===== src/rtl/inst_sequencer.sv =====
// Instruction sequencer: fetches from program memory into IR, strobes
// the datapath once per instruction and resolves jumps and halt/resume.
module inst_sequencer #(
    parameter int PC_W  = 16,
    parameter int DELAY = 4
) (
    input  logic            clk,
    input  logic            sys_rst,
    input  logic            start,
    input  logic            resume,
    output logic            imem_en,
    output logic [PC_W-1:0] imem_addr,
    input  logic [31:0]     imem_rdata,
    input  logic            zero_flag,
    input  logic            carry_flag,
    input  logic            sign_flag,
    input  logic            overflow_flag,
    output logic [31:0]     IR,
    output logic            exec_en,
    output logic [PC_W-1:0] pc,
    output logic            halted,
    output logic            busy
);

    localparam int CW = (DELAY > 1) ? $clog2(DELAY) : 1;

    typedef enum logic [2:0] {
        S_IDLE,
        S_FETCH,
        S_LOAD,
        S_EXEC,
        S_DELAY,
        S_NEXT,
        S_HALT
    } state_t;

    state_t          state;
    state_t          state_nx;
    logic [CW-1:0]   cnt;
    logic            taken;
    logic [31:0]     ir;
    logic [4:0]      oper;
    logic            is_jump;
    logic            is_halt;
    logic            cond;

    assign oper = ir[31:27];

    always_comb begin
        is_jump = 1'b0;
        is_halt = 1'b0;
        cond    = 1'b0;
        case (oper)
            5'd12: begin is_jump = 1'b1; cond = 1'b1;           end
            5'd13: begin is_jump = 1'b1; cond = carry_flag;     end
            5'd14: begin is_jump = 1'b1; cond = !carry_flag;    end
            5'd15: begin is_jump = 1'b1; cond = sign_flag;      end
            5'd16: begin is_jump = 1'b1; cond = !sign_flag;     end
            5'd17: begin is_jump = 1'b1; cond = zero_flag;      end
            5'd18: begin is_jump = 1'b1; cond = !zero_flag;     end
            5'd19: begin is_jump = 1'b1; cond = overflow_flag;  end
            5'd20: begin is_jump = 1'b1; cond = !overflow_flag; end
            5'd27: is_halt = 1'b1;
            default: ;
        endcase
    end

    always_comb begin
        state_nx = state;
        case (state)
            S_IDLE:  if (start) state_nx = S_FETCH;
            S_FETCH: state_nx = S_LOAD;
            S_LOAD:  state_nx = S_EXEC;
            S_EXEC:  state_nx = is_halt ? S_HALT : S_DELAY;
            S_DELAY: if (cnt == CW'(DELAY - 1)) state_nx = S_NEXT;
            S_NEXT:  state_nx = S_FETCH;
            S_HALT:  if (resume) state_nx = S_NEXT;
            default: state_nx = S_IDLE;
        endcase
    end

    always_ff @(posedge clk or posedge sys_rst) begin
        if (sys_rst) begin
            state <= S_IDLE;
            pc    <= '0;
            ir    <= '0;
            cnt   <= '0;
            taken <= 1'b0;
        end else begin
            state <= state_nx;
            case (state)
                S_IDLE: if (start) pc <= '0;
                S_LOAD: ir <= imem_rdata;
                S_EXEC: begin
                    taken <= is_jump && cond;
                    cnt   <= '0;
                end
                S_DELAY: cnt <= cnt + CW'(1);
                S_NEXT: begin
                    // plain increment wraps modulo 2^PC_W
                    pc    <= taken ? ir[PC_W-1:0] : pc + PC_W'(1);
                    taken <= 1'b0;
                end
                default: ;
            endcase
        end
    end

    assign imem_en   = (state == S_FETCH);
    assign imem_addr = pc;
    assign IR        = ir;
    assign exec_en   = (state == S_EXEC) && !is_jump && !is_halt;
    assign halted    = (state == S_HALT);
    assign busy      = (state != S_IDLE) && (state != S_HALT);

endmodule


===== config.mk =====
export PLATFORM = sky130hd
export DESIGN_NAME = inst_sequencer
export DESIGN_NICKNAME = d
export VERILOG_FILES = /design/src/rtl/inst_sequencer.sv
export SDC_FILE = /design/constraint.sdc
export NUM_CORES = 1
export LEC_CHECK = 0
export CAP_MARGIN = 20
export CELL_PAD_IN_SITES_DETAIL_PLACEMENT = 1
export CELL_PAD_IN_SITES_GLOBAL_PLACEMENT = 1
export CORE_ASPECT_RATIO = 0.5
export CORE_MARGIN = 1.5
export CORE_UTILIZATION = 36
export DETAILED_ROUTE_END_ITERATION = 8
export PLACE_DENSITY = 0.9
export SYNTH_ARGS = -nofsm -noshare
export SYNTH_HDL_FRONTEND = slang
export SYNTH_SLANG_ARGS = --single-unit

===== constraint.sdc =====
create_clock -name clk -period 3.7 [get_ports clk]
set_input_delay 0.555 -clock clk [delete_from_list [all_inputs] [get_ports clk]]
set_output_delay 0.555 -clock clk [all_outputs]
set_load 0.005 [all_outputs]

==> results of run 1 <==
-- cell type report --
class	instances	area share
clock buffer	6	0.0343
clock inverter	1	0.00742
inverter	4	0.00371
multi-input combinational	175	0.314
sequential	54	0.334
tap	108	0.0334
timing repair buffer	110	0.273
-- sequential cells by signal (all words and copies together), names as in the netlist --
name,flops
IR,32
cnt,2
imem_addr,16
state,3
taken,1
-- critical path: stages, from the launching register on --
cell and delay, ns:
dfrtp_1 0.67, nand2_1 0.29, nor2_1 0.19, and3b_1 0.17
clkdlybuf4s50_1 0.49
-- routing by layer --
metal	vias up	share of wire	wire, um
li1	1114	-	-
met1	1242	0.40	3330
met2	55	0.54	4550
met3	16	0.036	303
met4	0	0.022	183
met5	-	0	0
-- Yosys cell counts, types with 2 or more instances --
cell type / number
or4_1: 3
o21ai_0: 16
nand2_1: 20
xnor2_1: 5
dfrtp_1: 54
nor4_1: 2
nor4b_1: 2
a21oi_1: 12
a22oi_1: 2
mux2i_1: 5
or3b_1: 2
nor2_1: 15
inv_1: 4
clkbuf_1: 10
a2111oi_0: 2
mux2_2: 31
o211ai_1: 3
buf_2: 5
buf_4: 16
a32oi_1: 3
o31a_1: 3
nor3b_1: 3
nand3_1: 7
nand2b_1: 3
nand4bb_1: 2
and3b_1: 3
xor2_1: 2
nor3_1: 7
nand4_1: 2
a22o_1: 3
ha_1: 2
-- logic make-up after synthesis --
kind of cell,count (synthesis),share of synthesized area
and+or+nand+nor,79,0.158
buffers and inverters,37,0.0752
adders and majority gates,2,0.00884
xor gates and xnor gates,7,0.0217
muxes,36,0.141
AOI/OAI and AO/OA,51,0.118
DFF,54,0.477
-- path summary, 6_finish.rpt --
check | startpoint | endpoint | slack [ns] | cells after the start
setup / recovery | state[0] | exec_en | 1.04 | 4
setup reg to reg | state[2] | imem_addr[13] | 1.47 | 4
hold reg to reg | IR[19] | IR[19] | 0.52 | 1
max in group asynchronous | sys_rst | IR[7] | 2.57 | 3
hold / removal | IR[19] | IR[19] | 0.52 | 1
min in group asynchronous | sys_rst | IR[22] | 0.60 | 2
-- where the power goes --
group	switching, mW	internal, mW
Sequential	0.395	0.861
Combinational	0.529	0.968
Clock	0.212	0.334
-- per-stage QoR --
step           cell area (um2)  utilization  setup WS, ns  power, mW
6_report                  4050        0.543          1.04       3.30
5_1_grt                   4050        0.543         0.905       3.52
4_1_cts                   4050        0.543          1.01       3.33
3_5_place_dp              3880        0.520          1.16       2.76
3_3_place_gp              3860        0.517          1.21       2.66
2_1_floorplan             2830            -          1.83       1.95
==> results_dict.tcl, run 1 <==
set metrics [dict create \
    max_freq_mhz 376 \
    synth.lib_cells_used.distinct 48 \
    min-delay-path-class "reg2reg" \
    layout.cells.non_filler 458 \
    combined_area_of_the_multi_input_logic_cells_um2 1270 \
    synthToLayoutAreaGrowth_pct 43.1 \
    place_inst 451 \
    synthesis.area_per_instance_um2 10.6 \
    die_height_um 65.7 \
    yosys-top-cells-area "dfrtp_1 48%, mux2_2 12%, buf_4 4.2%" \
    most-common-layout-cells "107 x clkdlybuf4s50_1, 54 x dfrtp_1, 31 x mux2_2" \
    p_leak_nw 1.57 \
    first_pass_iters 4 \
    grt_most_used_layer "met2" \
    seq_area_frac_synth 0.477 \
    hpwl_after_detailed_placement_um 6040 \
    grt_use_met2 0.392 \
    final_weighted_congestion_in_routability_driven_placement 0.775 \
    arrival_ns 2.11 \
    numCtsBuffers 5 \
    rsz0062_at_grt "no" \
    grt_util_met3 0.0456 \
    critical_path_peak_fanout 17 \
    syn-instance-count 266 \
    synth_enable_flop_cells 0 \
    drc 0 \
    die_width_um 128 \
    avgRoutedWirePerCell_um 18.3 \
    max-vdd-ir-drop_mv 0.366 \
    critPathLaunchType "flop" \
    worstMarginPinSlew_ns 0.657 \
    cts_tree "built" \
    placementRows 22 \
    seq_area_um2 1350 \
    grt_usage 0.213 \
    critPathCaptureType "output pin" \
    via_per_inst 5.30 \
    clk-insertion-delay-late_ns 0.30 \
    timing.clock.skew_ns 0.00560 \
    post_synth_instance_area_um2 2830 \
    final.hold.worst_slack_ns 0.516 \
    dieArea_um2 8430 \
    pwr_density_cell_nw_per_um2 815 \
    layout.cells.most_common "clkdlybuf4s50_1" \
    cts.clk_slew.worst_paths_ns 0.07 \
    core_um2 7460 \
    numPortBuffers 107 \
    cts_setup_buffers 0 \
    post-route-min-period_ns 2.66 \
    post-synth-top-area-fraction 0.477 \
    cts-htree-levels 2 \
    drt.antenna.violating_nets 0 \
    fillerInstances 800 \
    finalWirelength_um 8370 \
    drt_first_iter_violations 103 \
    slew-limit-headroom 0.562 \
    slew_viol_final 0 \
    gr-total-overflow 0 \
    ys.flop_type "dfrtp_1" \
    final_nets 392 \
    finalHoldViolations 0 \
    insertedDiodeCount 0 \
    clockRootBuffer "clkbuf_16" \
    postSynth.asyncResetShare 1.00 \
    use_met1 0.245 \
    initial_antenna_violation_count 0 \
    ys.warnings.count 0 \
    vias 2427 \
    finalSetupViolCount 0 \
    synth_largest_area_cell "dfrtp_1" \
    postSynthRegisterBits 54 \
    outcome "completed" \
    clock_sinks 54 \
    wire_length_of_the_first_global_routing_pass_um 13700 \
    grt_pass1_vias 2634 \
    number_of_nets_produced_by_synthesis 308 \
    critPathKind "reg2out" \
    grt_max_degree 39 \
    total_i_o_pin_count 108 \
    timing.final.crit_share 0.719 \
    max-clock-path-buffers 2 \
    final.setup.tns_ns 0 \
    maxCapViolations 0 \
    cts.repair.resized 0 \
    initial_core_util 0.379 \
    worst-endpoint-required_ns 3.14 \
    cts_hold_buf 0 \
    post_route_cells_drive_above_1_share 0.126 \
]
Power figures use the tool's default switching activity.
==> inputs of run 2 (changes only) <==
- CORE_UTILIZATION: 36 -> 33
- PLACE_DENSITY: 0.9 -> 0.84
- clock period: 3.7 -> 2.5 ns (I/O delays scaled with it)
==> run 2 against run 1 <==
Combinational power rose by 56%. Critical path depth did not move. Power rose by 46%. Clock skew barely moved. Hold slack got worse by 0.0094 ns. Clock power rose by 21%. Cell area fell by 0.31%. Global-route usage fell by 1.7 points. Register-to-register slack got worse by 1.2 ns. Sequential share of layout area rose by 0.13 points. Sequential power rose by 44%. Critical path type unchanged.
==> results_dict.tcl, run 2 (synthesis results as in run 1) <==
set metrics [dict create \
    drt.antenna.violating_nets 0 \
    post-route-min-period_ns 2.33 \
    p_leak_nw 1.56 \
    hpwl_after_detailed_placement_um 6260 \
    post_route_cells_drive_above_1_share 0.133 \
    die_height_um 68.5 \
    worstMarginPinSlew_ns 0.691 \
    outcome "completed" \
    worst-endpoint-required_ns 2.12 \
    finalHoldViolations 0 \
    arrival_ns 1.96 \
    avgRoutedWirePerCell_um 18.8 \
    pre_cts_slack_ns 0.329 \
    core_um2 8140 \
    pwr_density_cell_nw_per_um2 1190 \
    dieArea_um2 9170 \
    critPathKind "reg2out" \
    first_pass_iters 4 \
    max-vdd-ir-drop_mv 0.440 \
    final_nets 396 \
    clk-insertion-delay-late_ns 0.29 \
    synthToLayoutAreaGrowth_pct 42.6 \
    gr-total-overflow 0 \
    most-common-layout-cells "107 x clkdlybuf4s50_1, 53 x dfrtp_1, 31 x mux2_2" \
    via_per_inst 5.23 \
    insertedDiodeCount 0 \
    vias 2437 \
    largest_register_ffs 32 \
    initial_antenna_violation_count 0 \
    initial_core_util 0.348 \
    numPortBuffers 107 \
    finalSetupViolCount 0 \
    grt_usage 0.196 \
    timing.final.crit_share 0.933 \
    cts.clk_slew.worst_paths_ns 0.06 \
    grt_max_degree 55 \
    maxCapViolations 0 \
    grt_pass1_vias 2680 \
    slew_viol_final 0 \
    slew-limit-headroom 0.539 \
    drt_first_iter_violations 120 \
    placementRows 23 \
    max-clock-path-buffers 2 \
    layout.cells.most_common "clkdlybuf4s50_1" \
    critPathCaptureType "output pin" \
    critPathLaunchType "flop" \
    final_weighted_congestion_in_routability_driven_placement 0.771 \
    wire_length_of_the_first_global_routing_pass_um 13800 \
    rsz0062_at_grt "no" \
    clock_sinks 54 \
    numCtsBuffers 5 \
    clockRootBuffer "clkbuf_16" \
    total_i_o_pin_count 108 \
    min-delay-path-class "reg2reg" \
    final.setup.tns_ns 0 \
    timing.clock.skew_ns 0.00572 \
    critical_path_peak_fanout 15 \
    cts_tree "built" \
    die_width_um 134 \
    setup_slack_ns 0.166 \
    cts_setup_buffers 0 \
    finalWirelength_um 8750 \
    cts-htree-levels 2 \
    fillerInstances 885 \
    max_freq_mhz 428 \
    drc 0 \
]
-- run 2: cell types whose count changed in the layout (fill, tap and decap cells not counted) --
cell	change
clkbuf_8	-1
bufinv_16	-1
buf_12	-1
dfrtp_1	-1
buf_4	+5
clkbuf_1	+2
dfrtp_2	+1
-- run 2: per-stage QoR --
step	cell area, um2	instances	utilization	total power, mW	hold WS (ns)
after global placement	3900	459	0.479	4.01	0.492
after detailed placement	3900	459	0.479	4.17	0.496
after CTS	4040	466	0.496	4.87	0.511
after floorplan	2830	266	-	2.89	0.492
final	4040	466	0.496	4.82	0.507
after global routing	4040	466	0.496	5.14	0.539
-- run 2: layer usage --
metal  GRT usage  part of all wire
met2       0.370              0.54
met5           0                 0
met3      0.0422             0.035
met1       0.222              0.41
met4      0.0856             0.021
-- run 2: layout make-up --
| cell class | count | area, um2 | share of cell area |
|---|---|---|---|
| flip-flops and latches | 54 | 1350 | 0.335 |
| multi-input cells | 175 | 1270 | 0.315 |
| repair buffers | 114 | 1120 | 0.278 |
| well taps | 112 | 140 | 0.0347 |
| clock buffers | 7 | 133 | 0.0329 |
| inverters | 4 | 15.0 | 0.00372 |
-- run 2: what timing repair did --
| action | 4_1_cts | 5_1_grt |
|---|---|---|
| hold buffers | 0 | 0 |
| hold endpoints to repair | 0 | 0 |
| resized for setup | 1 | 0 |
| setup endpoints to repair | 1 | 0 |
-- run 2: final timing paths --
check | slack, ns | from | end | depth (start not counted)
worst max-delay path | 0.17 | state[1] | exec_en | 4
worst min-delay path | 0.51 | IR[19] | IR[19] | 1
worst max register to register | 0.32 | state[2] | imem_addr[11] | 3
worst min register to register | 0.51 | IR[19] | IR[19] | 1
max in group asynchronous | 1.41 | sys_rst | state[1] | 3
min in group asynchronous | 0.61 | sys_rst | IR[2] | 3
-- run 2: report_power, final --
| group | internal (mW) | switching, mW | total, mW | leakage, nW |
|---|---|---|---|---|
| registers | 1.28 | 0.539 | 1.82 | 0.665 |
| logic | 1.46 | 0.881 | 2.34 | 0.835 |
| clock network | 0.367 | 0.297 | 0.664 | 0.0640 |
| total | 3.10 | 1.72 | 4.82 | 1.56 |
-- run 2: worst max-delay path, cell delays in order, from the launching register on --
cell             delay, ns
dfrtp_2               0.52
nand2_1               0.22
nor2_1                0.23
and3b_1               0.20
clkdlybuf4s50_1       0.51
==> inputs of run 3 (changes only) <==
- CORE_ASPECT_RATIO: 0.5 -> not set
==> run 3 against run 2 <==
Sequential share of layout area is essentially flat. Power shrank 2.9%. Highest routed layer unchanged. Die area shrank 0.37%.
==> results_dict.tcl, run 3 (synthesis results as in run 1) <==
set metrics [dict create \
    rsz0062_at_grt "no" \
    critPathLaunchType "flop" \
    total_i_o_pin_count 108 \
    cts.clk_slew.worst_paths_ns 0.09 \
    worstMarginPinSlew_ns 0.543 \
    critPathCaptureType "output pin" \
    first_pass_iters 4 \
    final.hold.worst_slack_ns 0.391 \
    grt_usage 0.170 \
    core_um2 8260 \
    gr-total-overflow 0 \
    drt.antenna.violating_nets 0 \
    die_width_um 95.6 \
    combined_area_of_the_multi_input_logic_cells_um2 1270 \
    ff2ff_path_depth 3 \
    detailed_place.area_um2 3920 \
    setup_slack_ns 0.181 \
    cts.repair.resized 0 \
    max-clock-path-buffers 2 \
    fillerInstances 929 \
    worst-endpoint-required_ns 2.12 \
    outcome "completed" \
    vias 2420 \
    clk-insertion-delay-late_ns 0.30 \
    clockRootBuffer "clkbuf_8" \
    dieArea_um2 9140 \
    critPathKind "reg2out" \
    maxCapViolations 0 \
    grt_most_used_layer "met2" \
    slew-limit-headroom 0.629 \
    max_freq_mhz 431 \
    wire_length_of_the_first_global_routing_pass_um 12200 \
    layout.cells.non_filler 462 \
    grt_use_met2 0.294 \
    final.setup.tns_ns 0 \
    use_met1 0.217 \
    insertedDiodeCount 0 \
    cp-startpoint "state[0]" \
    initial_core_util 0.343 \
    seq_area_um2 1350 \
    avgRoutedWirePerCell_um 16.5 \
    numPortBuffers 107 \
    pwr_density_cell_nw_per_um2 1160 \
    clock_sinks 54 \
    synthToLayoutAreaGrowth_pct 42.4 \
    finalHoldViolations 0 \
    post-route-min-period_ns 2.32 \
    hpwl_after_detailed_placement_um 5670 \
    finalInstanceArea_um2 4030 \
    largest_register_ffs 32 \
    min-delay-path-class "in2async" \
    drt_first_iter_violations 98 \
    grt_util_met3 0.0447 \
    final_weighted_congestion_in_routability_driven_placement 0.798 \
    grt_max_degree 36 \
    final_nets 398 \
    cts_tree "built" \
    timing.final.crit_share 0.927 \
    cts_setup_buffers 0 \
    timing.clock.skew_ns 0.00791 \
    reg2reg_slack_ns 0.51 \
    most-common-layout-cells "107 x clkdlybuf4s50_1, 54 x dfrtp_1, 31 x mux2_2" \
    grt_pass1_vias 2417 \
    critical_path_peak_fanout 17 \
    drc 0 \
    numCtsBuffers 5 \
    layout.cells.most_common "clkdlybuf4s50_1" \
    slew_viol_final 0 \
    post_route_cells_drive_above_1_share 0.140 \
    place_inst 454 \
    arrival_ns 1.94 \
    pre_cts_slack_ns 0.405 \
    initial_antenna_violation_count 0 \
    finalSetupViolCount 0 \
    cts-htree-levels 2 \
    worstReg2RegStart "state[0]" \
    p_leak_nw 1.57 \
    max-vdd-ir-drop_mv 0.482 \
    cts_hold_buf 0 \
    die_height_um 95.6 \
    via_per_inst 5.24 \
    finalWirelength_um 7620 \
    placementRows 33 \
    rr_endpoint "imem_addr[11]" \
]
[run 3: changes by cell type in the layout (fill, tap and decap cells not counted)]
| cell | change |
|---|---|
| bufinv_16 | +1 |
| buf_4 | +1 |
| dfrtp_1 | +1 |
| clkbuf_8 | +5 |
| clkbuf_16 | -5 |
| buf_12 | +1 |
| dfrtp_2 | -1 |
| clkinvlp_4 | +1 |
| clkbuf_1 | -1 |
[run 3: metal layers]
metal,vias up,part of all wire
met1,1223,0.43
li1,1121,-
met2,72,0.51
met4,0,0.0043
met5,-,0
met3,4,0.061
[run 3: worst max-delay path, cell delays in order (launching register included)]
cell and delay (ns):
dfrtp_1 0.67, nand2_1 0.14, nor2_1 0.16, and3b_1 0.19, clkdlybuf4s50_1 0.50
[run 3: worst max-delay path by stage]
stage,end,slack (ns),cells after the start
2_1_floorplan,imem_addr[13],0.74,5
4_1_cts,exec_en,0.16,4
5_1_grt,exec_en,0.01,4
3_3_place_gp,imem_addr[13],0.41,5
3_5_place_dp,imem_addr[13],0.41,5
6_report,exec_en,0.18,4
[run 3: through the flow]
stage / power (mW) / util
after floorplan: 2.89 / -
after global routing: 5.03 / 0.488
after CTS: 4.74 / 0.488
final: 4.68 / 0.488
after detailed placement: 4.15 / 0.475
after global placement: 4.03 / 0.475
[run 3: cell type report]
type                       instances  area share
clock buffer                       6      0.0180
timing repair buffer             116       0.286
inverter                           4     0.00372
tap                              105      0.0326
sequential                        54       0.335
multi-input combinational        175       0.316
clock inverter                     2     0.00931
[run 3: power by group]
part           switching, mW  internal, mW  total (mW)
Sequential             0.526          1.27        1.80
Clock                  0.284         0.299       0.583
Combinational          0.822          1.48        2.30
